### src/rtl/control_unit.sv
// Multicycle FETCH/DECODE/EXEC/WB sequencer for the 16-bit datapath.
// Drives every datapath enable/select and owns the registered status flags.
module control_unit (
    input  logic        clk,
    input  logic        reset,
    input  logic [15:0] instr,
    input  logic        C,
    input  logic        L,
    input  logic        F,
    input  logic        Z,
    input  logic        N,
    output logic        irEn,
    output logic        pcRegEn,
    output logic        srcRegEn,
    output logic        dstRegEn,
    output logic        immRegEn,
    output logic        resultRegEn,
    output logic        regFileEn,
    output logic        signEn,
    output logic        pcRegMuxEn,
    output logic [1:0]  mux4En,
    output logic        regImmMuxEn,
    output logic        shiftALUMuxEn,
    output logic [1:0]  regFileResultCont,
    output logic [3:0]  aluControl,
    output logic        memAddrSel,
    output logic        memWrite,
    output logic [4:0]  psr,
    output logic        illegal,
    output logic [1:0]  state_dbg
);

    typedef enum logic [1:0] {
        FETCH  = 2'd0,
        DECODE = 2'd1,
        EXEC   = 2'd2,
        WB     = 2'd3
    } state_t;

    localparam logic [3:0] ALU_ADD   = 4'b0000;
    localparam logic [3:0] ALU_SUB   = 4'b0001;
    localparam logic [3:0] ALU_AND   = 4'b0010;
    localparam logic [3:0] ALU_OR    = 4'b0011;
    localparam logic [3:0] ALU_XOR   = 4'b0100;
    localparam logic [3:0] ALU_PASSB = 4'b0101;

    // {valid, aluControl} for the code shared by R-type ext and immediate op.
    function automatic logic [4:0] alu_map(input logic [3:0] code);
        case (code)
            4'b0101: alu_map = {1'b1, ALU_ADD};
            4'b1001: alu_map = {1'b1, ALU_SUB};
            4'b0001: alu_map = {1'b1, ALU_AND};
            4'b0010: alu_map = {1'b1, ALU_OR};
            4'b0011: alu_map = {1'b1, ALU_XOR};
            4'b1101: alu_map = {1'b1, ALU_PASSB};
            default: alu_map = 5'b0;
        endcase
    endfunction

    state_t      state_q, state_d;
    logic [4:0]  psr_q, psr_d;
    logic [3:0]  op, ext, cond;
    logic [4:0]  alu_r, alu_i, flags;
    logic        taken;
    logic        unused_bits;

    assign op          = instr[15:12];
    assign cond        = instr[11:8];
    assign ext         = instr[7:4];
    assign unused_bits = ^instr[3:0];
    assign alu_r       = alu_map(ext);
    assign alu_i       = alu_map(op);
    assign flags       = {C, L, F, Z, N};
    assign taken       = (cond == 4'b0000) ?  psr_q[1] :
                         (cond == 4'b0001) ? !psr_q[1] :
                         (cond == 4'b1110);

    always_comb begin
        state_d           = state_q;
        psr_d             = psr_q;
        irEn              = 1'b0;
        pcRegEn           = 1'b0;
        srcRegEn          = 1'b0;
        dstRegEn          = 1'b0;
        immRegEn          = 1'b0;
        resultRegEn       = 1'b0;
        regFileEn         = 1'b0;
        signEn            = 1'b0;
        pcRegMuxEn        = 1'b0;
        mux4En            = 2'd0;
        regImmMuxEn       = 1'b0;
        shiftALUMuxEn     = 1'b0;
        regFileResultCont = 2'd0;
        aluControl        = ALU_ADD;
        memAddrSel        = 1'b0;
        memWrite          = 1'b0;
        illegal           = 1'b0;
        // Outputs are forced quiet while reset is held so nothing writes.
        if (!reset) begin
            case (state_q)
                FETCH: begin
                    irEn    = 1'b1;
                    state_d = DECODE;
                end
                DECODE: begin
                    srcRegEn = 1'b1;
                    dstRegEn = 1'b1;
                    immRegEn = 1'b1;
                    mux4En   = 2'd2;
                    pcRegEn  = 1'b1;
                    state_d  = EXEC;
                end
                EXEC: begin
                    state_d = FETCH;
                    if (op == 4'b0000 && alu_r[4]) begin
                        pcRegMuxEn  = 1'b1;
                        aluControl  = alu_r[3:0];
                        resultRegEn = 1'b1;
                        if (alu_r[3:1] == 3'b000) psr_d = flags;
                        state_d     = WB;
                    end else if (op == 4'b0000 && ext == 4'b1011) begin
                        pcRegMuxEn = 1'b1;
                        aluControl = ALU_SUB;
                        psr_d      = flags;
                    end else if (alu_i[4]) begin
                        pcRegMuxEn  = 1'b1;
                        mux4En      = 2'd1;
                        signEn      = (op[3:2] != 2'b00);
                        aluControl  = alu_i[3:0];
                        resultRegEn = 1'b1;
                        if (alu_i[3:1] == 3'b000) psr_d = flags;
                        state_d     = WB;
                    end else if (op == 4'b1011) begin
                        pcRegMuxEn = 1'b1;
                        mux4En     = 2'd1;
                        signEn     = 1'b1;
                        aluControl = ALU_SUB;
                        psr_d      = flags;
                    end else if (op == 4'b1000 &&
                                 (ext == 4'b0100 || ext == 4'b0000 || ext == 4'b0001)) begin
                        regImmMuxEn   = (ext != 4'b0100);
                        signEn        = (ext != 4'b0100);
                        shiftALUMuxEn = 1'b1;
                        resultRegEn   = 1'b1;
                        state_d       = WB;
                    end else if (op == 4'b0100 && ext == 4'b0000) begin
                        memAddrSel        = 1'b1;
                        regFileResultCont = 2'd1;
                        regFileEn         = 1'b1;
                    end else if (op == 4'b0100 && ext == 4'b0100) begin
                        memAddrSel = 1'b1;
                        memWrite   = 1'b1;
                    end else if (op == 4'b1100) begin
                        if (taken) begin
                            mux4En  = 2'd1;
                            signEn  = 1'b1;
                            pcRegEn = 1'b1;
                        end
                    end else begin
                        illegal = 1'b1;
                    end
                end
                WB: begin
                    regFileEn = 1'b1;
                    state_d   = FETCH;
                end
                default: state_d = FETCH;
            endcase
        end
    end

    always_ff @(posedge clk or posedge reset) begin
        if (reset) begin
            state_q <= FETCH;
            psr_q   <= 5'b0;
        end else begin
            state_q <= state_d;
            psr_q   <= psr_d;
        end
    end

    assign psr       = psr_q;
    assign state_dbg = state_q;

endmodule

### config.mk
export PLATFORM = sky130hd
export DESIGN_NAME = control_unit
export DESIGN_NICKNAME = d
export VERILOG_FILES = /design/src/rtl/control_unit.sv
export SDC_FILE = /design/constraint.sdc
export NUM_CORES = 1
export LEC_CHECK = 0
export CORE_MARGIN = 2
export CORE_UTILIZATION = 60
export CTS_BUF_LIST = sky130_fd_sc_hd__clkbuf_8
export DETAILED_ROUTE_END_ITERATION = 16
export DONT_BUFFER_PORTS = 1
export GPL_ROUTABILITY_DRIVEN = 1
export PLACE_DENSITY = 0.76
export SYNTH_ARGS = -nofsm -noshare
export SYNTH_HDL_FRONTEND = slang
export SYNTH_SLANG_ARGS = --single-unit
### constraint.sdc
create_clock -name clk -period 2.4 [get_ports clk]
set_input_delay 0.24 -clock clk [delete_from_list [all_inputs] [get_ports clk]]
set_output_delay 0.24 -clock clk [all_outputs]
set_load 0.02 [all_outputs]
=== After elaboration in Yosys (flattened, before gate mapping) ===
Index checks and enable logic that the tools add are counted.

* Bits in writable memories: 0
* Memories: 0
* Latch bits: 0
* Output and inout port bits: 29
* Register bits after elaboration: 7
* Memory bits (read-only): 0
* Word-level logic and storage cells: 169

* Reductions and logical operators: 17
* Shift operators: 0
* Order comparisons: 0
* Equality and inequality tests: 26
* Divide/modulo/power cells: 0
* $add $sub $neg: 0
* Multipliers: 0
* Mux-type cells: 123
* Bitwise gates (word level): 1

{| class="wikitable"
|+ Operators with widths
! cell !! count
|-
| $mux 1 || 100
|-
| $pmux 5 s6 || 2
|-
| $eq 4x4->1 const B || 9
|-
| $mux 5 || 6
|-
| $mux 4 || 5
|-
| $eq 4x2->1 const B || 4
|-
| $eq 4x3->1 const B || 4
|-
| $eq 4x1->1 const B || 3
|-
| $logic_not 4->1 || 3
|-
| $mux 2 || 6
|-
| $pmux 2 s4 || 1
|-
| $logic_not 3->1 || 2
|-
| $logic_and 1x1->1 || 5
|-
| $reduce_and 5->1 || 1
|-
| $eq 2x2->1 const B || 2
|-
| $ne 4x1->1 const B || 1
|-
| $ne 4x3->1 const B || 1
|-
| $pmux 1 s2 || 2
|-
| $pmux 2 s2 || 1
|-
| $reduce_bool 4->1 || 1
|-
| $eq 2x1->1 const B || 1
|-
| $logic_not 2->1 || 1
|-
| $logic_or 1x1->1 || 2
|-
| $ne 2x1->1 const B || 1
|-
| other kinds (3) || 3
|}

=== Longest topological paths before layout ===
Gate-level depths: netlist (run 1).

* Depth after elaboration: 14
* Depth in mapped cells: 5
* Mapped depth without buffers: 5

=== Least setup slack after synthesis (run 1) ===
No wires, ideal clock.

* Path type: in2out
* Start point: in instr[5]
* End point: out memWrite
* Required time: 2160 ps
* Stages on the path: 5
* Arrival: 2050 ps
* Slack: 110 ps
* Cell sequence: buf_6 or4_1 or4b_1 or3b_4 nor2_1

* Word-level cells in the longest chain between the ends: 11

{| class="wikitable"
|+ Ends and longest elaborated chain
! what !! line !! text
|-
| start: declaration || 6 || <nowiki>input logic [15:0] instr,</nowiki>
|-
| $eq 4x3->1 / $logic_not 4->1 (equally long branches) || 140, 150, 146 ||
|-
| $logic_and 1x1->1 / $logic_or 1x1->1 (equally long branches) || 150, 140 ||
|-
| $mux 1 / $logic_or 1x1->1 (equally long branches) || 150, 140 ||
|-
| $mux 1 / $logic_and 1x1->1 (equally long branches) || 146, 139 ||
|-
| $mux 1 || 139 || <nowiki>end else if (op == 4'b1000 &&</nowiki>
|-
| $mux 1 || 133 || <nowiki>end else if (op == 4'b1011) begin</nowiki>
|-
| $mux 1 || 125 || <nowiki>end else if (alu_i[4]) begin</nowiki>
|-
| $mux 1 || 121 || <nowiki>end else if (op == 4'b0000 && ext == 4'b1011) begin</nowiki>
|-
| $mux 1 * || 115 || <nowiki>if (op == 4'b0000 && alu_r[4]) begin</nowiki>
|-
| $mux 1 * || 100 || <nowiki>case (state_q)</nowiki>
|-
| $mux 1 * || 99 || <nowiki>if (!reset) begin</nowiki>
|-
| end: declaration || 27 || <nowiki>output logic memWrite,</nowiki>
|}

Mark *: on every way between the ends. The rest lies on a longest branch, timed or not.

=== Worst setup path in the final report (run 1) ===
* Start point: in instr[5]
* End point: out regFileEn

* Word-level cells in the longest chain between the ends: 11

{| class="wikitable"
|+ Ends and longest elaborated chain
! what !! line !! text
|-
| $eq 4x3->1 / $logic_not 4->1 (equally long branches) || 140, 146 ||
|-
| $logic_or 1x1->1 (2 in series) || 140 || <nowiki>(ext == 4'b0100 || ext == 4'b0000 || ext == 4'b0001)) begin</nowiki>
|-
| $logic_and 1x1->1 || 139 ||
|-
| $mux 1 || 139 ||
|-
| $mux 1 || 133 ||
|-
| $mux 1 || 125 ||
|-
| $mux 1 || 121 ||
|-
| $mux 1 * || 115 ||
|-
| $pmux 1 s2 * || 100 ||
|-
| $mux 1 * || 99 ||
|-
| end: declaration || 18 || <nowiki>output logic regFileEn,</nowiki>
|}

Marks and branches as above.

==> reports/results.txt, run 1 <==
status -> complete, no violations
Comb pwr share -> 0.471
Worst Setup End Kind -> output port
post-place setup slack -> 179 ps
worst r2r dst -> psr[1]
largest fanout on the critical path -> 9
first-pass GRT wire length -> 3530 um
layout cells sized above 1 -> 0.192
drt wl/cell -> 16.0 um
final setup skew -> 1.21 ps
Area Growth Syn to Fin -> 10.3%
htree depth -> 1
Clock transition at path regs -> 40 ps
PD cells -> 789 nW/um^2
RSZ-0062 raised after global routing -> no
row count -> 13
crit share post-route -> 0.926
Hold EP -> psr[4]
grt total ovfl -> 0
number of remaining DRC errors -> 0
CP arrival -> 1980 ps
clk buf depth -> 2
max_cap viols -> 0
number of flops mapped to enable cells by yosys -> 0
Worst Path Buf+Inv -> 0
Final Worst Setup Slack -> 177 ps
hold path depth -> 1
post-route antenna net violation count -> 0
Final Setup Violations -> 0
flop-to-flop setup slack -> 540 ps
Post-DP Area -> 933 um^2
clock power share -> 0.193
Setup TNS Final -> 0 ps
Core ar. -> 1350 um^2
largest net degree at the start of global routing -> 18
largest delay contributor family on the critical path -> simple AND/OR/NAND/NOR gates
Max Fclk -> 0.450 GHz
most frequent cells in the layout -> nand2_1, buf_4, inv_1
Post-CTS Setup Bufs -> 0
Port Buffers -> 0
final wirelength -> 2160 um
Slew Limit Fails -> 0
CTS Sinks -> 7
initial antenna violation count -> 0
Final Hold Vio Count -> 0
Pint -> 0.428 mW
Worst EP required -> 2160 ps
gpl congestion -> 0.808
Yosys reg bits -> 7
vias in the first global route -> 803
total power -> 0.780 mW
total track usage -> 0.246
static leakage -> 0.433 nW
Primary FF master, synth -> dfrtp_1
clk_lat worst skew -> 220 ps
hold-fix buffers at CTS -> 1
layout net count -> 150
Avg Vias per Cell -> 6.72
final instance area -> 988 um^2
worst hold path class -> in -> reg
mapped cell area -> 896 um^2
# IOs -> 52
routed vias -> 907
Placed Cells -> 130
post-DP HPWL -> 1580 um
final hold slack -> 174 ps
register area share after synthesis -> 0.196
final core occ -> 0.732
Synth Instances -> 115
post-synthesis cell type count -> 42
root buffer cell -> clkbuf_8
Max stage delay cell, worst path -> or4_1
Worst R2R Path Depth -> 6
Pre-antenna DRT Iters -> 6
synth warn -> 0
die width -> 42.6 um
initial drt markers -> 36
NetSw -> 0.352 mW
# diodes -> 0
die height -> 42.6 um
synthesized area per cell -> 7.79 um^2
fin crit period -> 2220 ps
Max stage delay on crit path -> 520 ps
Initial Utilization -> 0.664
Reg power frac -> 0.335
CTS tree -> yes
Hold Crit Start -> C
die area -> 1820 um^2
worst path cell trace -> or4_1 > or4b_1 > or3b_4 > o2bb2ai_2
non-filler cells, final -> 135
ys async rst share -> 1.00
Max rail drop VDD -> 0.000670 V
critical path class -> in -> out
Switching Share -> 0.451
layout filler cell count -> 108
total CTS buffers -> 3
CP Launch Type -> input port
origin of the critical flop-to-flop path -> state_dbg[0]
post_cts resized -> 0
==> sequential cells by signal, summed over array words and instances (netlist names) <==
register	cells
psr	5
state_dbg	2
==> per-layer routing <==
layer	share of wire	vias to the layer above	global-route usage
met2	0.50	67	0.418
met3	0.12	2	0.0603
met5	0	-	0
met1	0.38	417	0.316
met4	0.0042	0	0.0375
li1	-	421	-
==> area by class of cell <==
cell class / instances / area, um^2 / share of cell area
clock inverter: 1 / 3.75 / 0.00380
inverter: 7 / 26.3 / 0.0266
tap: 15 / 18.8 / 0.0190
timing repair buffer: 12 / 92.6 / 0.0937
clock buffer: 3 / 41.3 / 0.0418
sequential: 7 / 175 / 0.177
multi-input combinational: 90 / 631 / 0.638
==> cell usage after synthesis (3+ instances only) <==
master | instances | area share
o21ai_0 | 7 | 0.039
nand4b_1 | 3 | 0.029
mux2_2 | 5 | 0.063
nor2_1 | 5 | 0.021
a21oi_1 | 5 | 0.028
dfrtp_1 | 7 | 0.20
nor2b_1 | 7 | 0.049
inv_1 | 7 | 0.029
nand2b_1 | 3 | 0.021
buf_4 | 4 | 0.034
nor3_1 | 3 | 0.017
ha_1 | 6 | 0.084
clkbuf_1 | 7 | 0.029
nand2_1 | 11 | 0.046
==> how the worst max path moves through the flow <==
stage	from	to	cells after the start
6_report	instr[5]	regFileEn	4
5_1_grt	state_dbg[0]	regFileEn	5
4_1_cts	instr[5]	regFileEn	4
3_5_place_dp	instr[5]	regFileEn	4
3_3_place_gp	instr[5]	regFileEn	4
2_1_floorplan	instr[5]	memWrite	5
==> worst register-to-register path: stages, from the launching register on <==
cell	delay, ps
dfrtp_1	370
inv_1	120
ha_1	230
nand2_1	220
a211oi_1	260
buf_4	190
mux2_2	340
==> cell families (layout without fill, tap and decap cells) <==
| family | after synthesis | in the layout | synth area share |
|---|---|---|---|
| and+or+nand+nor | 46 | 46 | 0.300 |
| AOI/OAI and AO/OA | 28 | 28 | 0.218 |
| buffers and inverters | 19 | 23 | 0.105 |
| DFF | 7 | 7 | 0.196 |
| adders and majority gates | 6 | 6 | 0.0838 |
| muxes | 6 | 6 | 0.0740 |
| xor gates and xnor gates | 2 | 2 | 0.0196 |
| other | 1 | 2 | 0.00419 |
==> power by group through the flow <==
stage / clock, mW / sequential, mW / combinational [mW]
floorplan: 0 / 0.284 / 0.281
global placement: 0 / 0.257 / 0.353
detailed placement: 0 / 0.261 / 0.366
CTS: 0.155 / 0.262 / 0.372
global route: 0.164 / 0.270 / 0.405
finish: 0.151 / 0.262 / 0.368
Note: power is estimated with default switching activity, not from simulation.
==> run 2: changes to the inputs <==
--- a/config.mk
+++ b/config.mk
@@ -5,7 +5,6 @@
 export SDC_FILE = /design/constraint.sdc
 export NUM_CORES = 1
 export LEC_CHECK = 0
-export CORE_MARGIN = 2
 export CORE_UTILIZATION = 60
 export CTS_BUF_LIST = sky130_fd_sc_hd__clkbuf_8
 export DETAILED_ROUTE_END_ITERATION = 16
==> run 2 against run 1 <==
Net effect:
- register-to-register slack lost 20 ps
- die area is 9.2% lower
- sequential power is essentially flat
- clock skew is 0.57 ps lower
- global-route usage increased by 2.1 points
- sequential share of layout area unchanged
- combinational power about the same
- core utilization unchanged
- clock power barely moved
==> reports/results.txt, run 2 (synthesized netlist as in run 1, its figures left out) <==
status -> complete, no violations
hold path depth -> 1 (unchanged)
worst r2r dst -> psr[3]
Final Hold Vio Count -> 0 (unchanged)
largest fanout on the critical path -> 9 (unchanged)
NetSw -> 0.350 mW (-0.75%)
CP Capture Point -> regFileEn
layout net count -> 150 (unchanged)
routed vias -> 876 (-3.4%)
clk buf depth -> 2 (unchanged)
final setup skew -> 0.640 ps (-0.568 ps)
Worst Setup End Kind -> output port
max reg flops -> 5 (unchanged)
CTS tree -> yes
CTS Sinks -> 7 (unchanged)
root buffer cell -> clkbuf_8
origin of the critical flop-to-flop path -> state_dbg[0]
# IOs -> 52 (unchanged)
Worst R2R Path Depth -> 6 (unchanged)
most frequent cells in the layout -> nand2_1, buf_4, inv_1
Slew Limit Fails -> 0 (unchanged)
fin crit period -> 2220 ps (-1.60 ps)
worst hold path class -> in -> reg
Core ar. -> 1350 um^2 (unchanged)
static leakage -> 0.433 nW (unchanged)
die area -> 1650 um^2 (-9.2%)
initial drt markers -> 21 (-42%)
critical path class -> in -> out
CP arrival -> 1980 ps (about the same)
die width -> 40.6 um (-4.7%)
post_cts resized -> 0 (unchanged)
clock power share -> 0.196 (+0.003)
final hold slack -> 172 ps (-2.68 ps)
drt wl/cell -> 15.3 um (-4.3%)
die height -> 40.6 um (-4.7%)
clk_lat worst skew -> 220 ps (about the same)
CP Launch Point -> instr[5]
crit share post-route -> 0.925 (about the same)
Final Worst Setup Slack -> 179 ps (+1.60 ps)
Post-CTS Setup Bufs -> 0 (unchanged)
Initial Utilization -> 0.664 (unchanged)
Switching Share -> 0.450 (-0.00166)
Max rail drop VDD -> 0.000635 V (-5.2%)
total CTS buffers -> 3 (unchanged)
total track usage -> 0.267 (+0.0213)
post-DP HPWL -> 1510 um (-4.9%)
Area Growth Syn to Fin -> 10.3% (unchanged)
hold-fix buffers at CTS -> 1 (unchanged)
Max Fclk -> 0.450 GHz (about the same)
row count -> 13 (unchanged)
post-place setup slack -> 182 ps (+2.26 ps)
# diodes -> 0 (unchanged)
flop-to-flop setup slack -> 520 ps (-20 ps)
grt total ovfl -> 0 (unchanged)
Reg power frac -> 0.334 (about the same)
Final Setup Violations -> 0 (unchanged)
final wirelength -> 2060 um (-4.3%)
Setup TNS Final -> 0 ps (unchanged)
Comb pwr share -> 0.471 (about the same)
max_cap viols -> 0 (unchanged)
gpl congestion -> 0.779 (-3.5%)
Pint -> 0.428 mW (about the same)
PD cells -> 786 nW/um^2 (-0.39%)
final instance area -> 988 um^2 (unchanged)
vias in the first global route -> 706 (-12%)
htree depth -> 1 (unchanged)
RSZ-0062 raised after global routing -> no
initial antenna violation count -> 0 (unchanged)
Post-DP Area -> 933 um^2 (unchanged)
Port Buffers -> 0 (unchanged)
CP Launch Type -> input port
Worst EP required -> 2160 ps (about the same)
Clock transition at path regs -> 40 ps (about the same)
post-route antenna net violation count -> 0 (unchanged)
number of remaining DRC errors -> 0 (unchanged)
largest net degree at the start of global routing -> 18 (unchanged)
first-pass GRT wire length -> 2950 um (-16%)
layout cells sized above 1 -> 0.192 (unchanged)
Pre-antenna DRT Iters -> 4 (-2)
Avg Vias per Cell -> 6.49 (-3.4%)
-- run 2: cell counts in the layout (fill, tap and decap cells not counted) --
Identical to the previous run, type by type.
-- run 2: cell type report --
class                   count  area, um^2
repair buffers             12        92.6
inverters                   7        26.3
clock inverters             1        3.75
well taps                  15        18.8
multi-input cells          90         631
flip-flops and latches      7         175
fillers                   118         362
clock buffers               3        41.3
-- run 2: stage by stage --
step / util / instances / power, mW
2_1_floorplan: - / 116 / 0.565
3_3_place_gp: 0.691 / 130 / 0.609
4_1_cts: 0.732 / 135 / 0.786
3_5_place_dp: 0.691 / 130 / 0.626
5_1_grt: 0.732 / 135 / 0.851
6_report: 0.732 / 135 / 0.777
-- run 2: how the worst min path moves through the flow --
stage	start	to	slack [ps]
after floorplan	reset	psr[0]	270
after CTS	Z	psr[1]	170
final	Z	psr[1]	170
after global placement	reset	state_dbg[1]	130
after global routing	C	psr[4]	170
after detailed placement	reset	state_dbg[1]	130
-- run 2: critical path: stages --
cell,delay (ps)
or4_1,510
or4b_1,510
or3b_4,430
o2bb2ai_2,290
-- run 2: power by group through the flow --
stage	clock, mW	sequential, mW	combinational [mW]
after floorplan	0	0.284	0.281
after global placement	0	0.256	0.353
after detailed placement	0	0.261	0.365
after CTS	0.157	0.261	0.368
after global routing	0.166	0.269	0.415
final	0.152	0.259	0.366
-- run 2: metal layers --
layer  track usage  vias to the layer above  wire (um)
li1              -                      422          -
met1         0.352                      395        920
met2         0.444                       57        950
met3        0.0326                        2        179
met4         0.100                        0         12
met5             0                        -          0
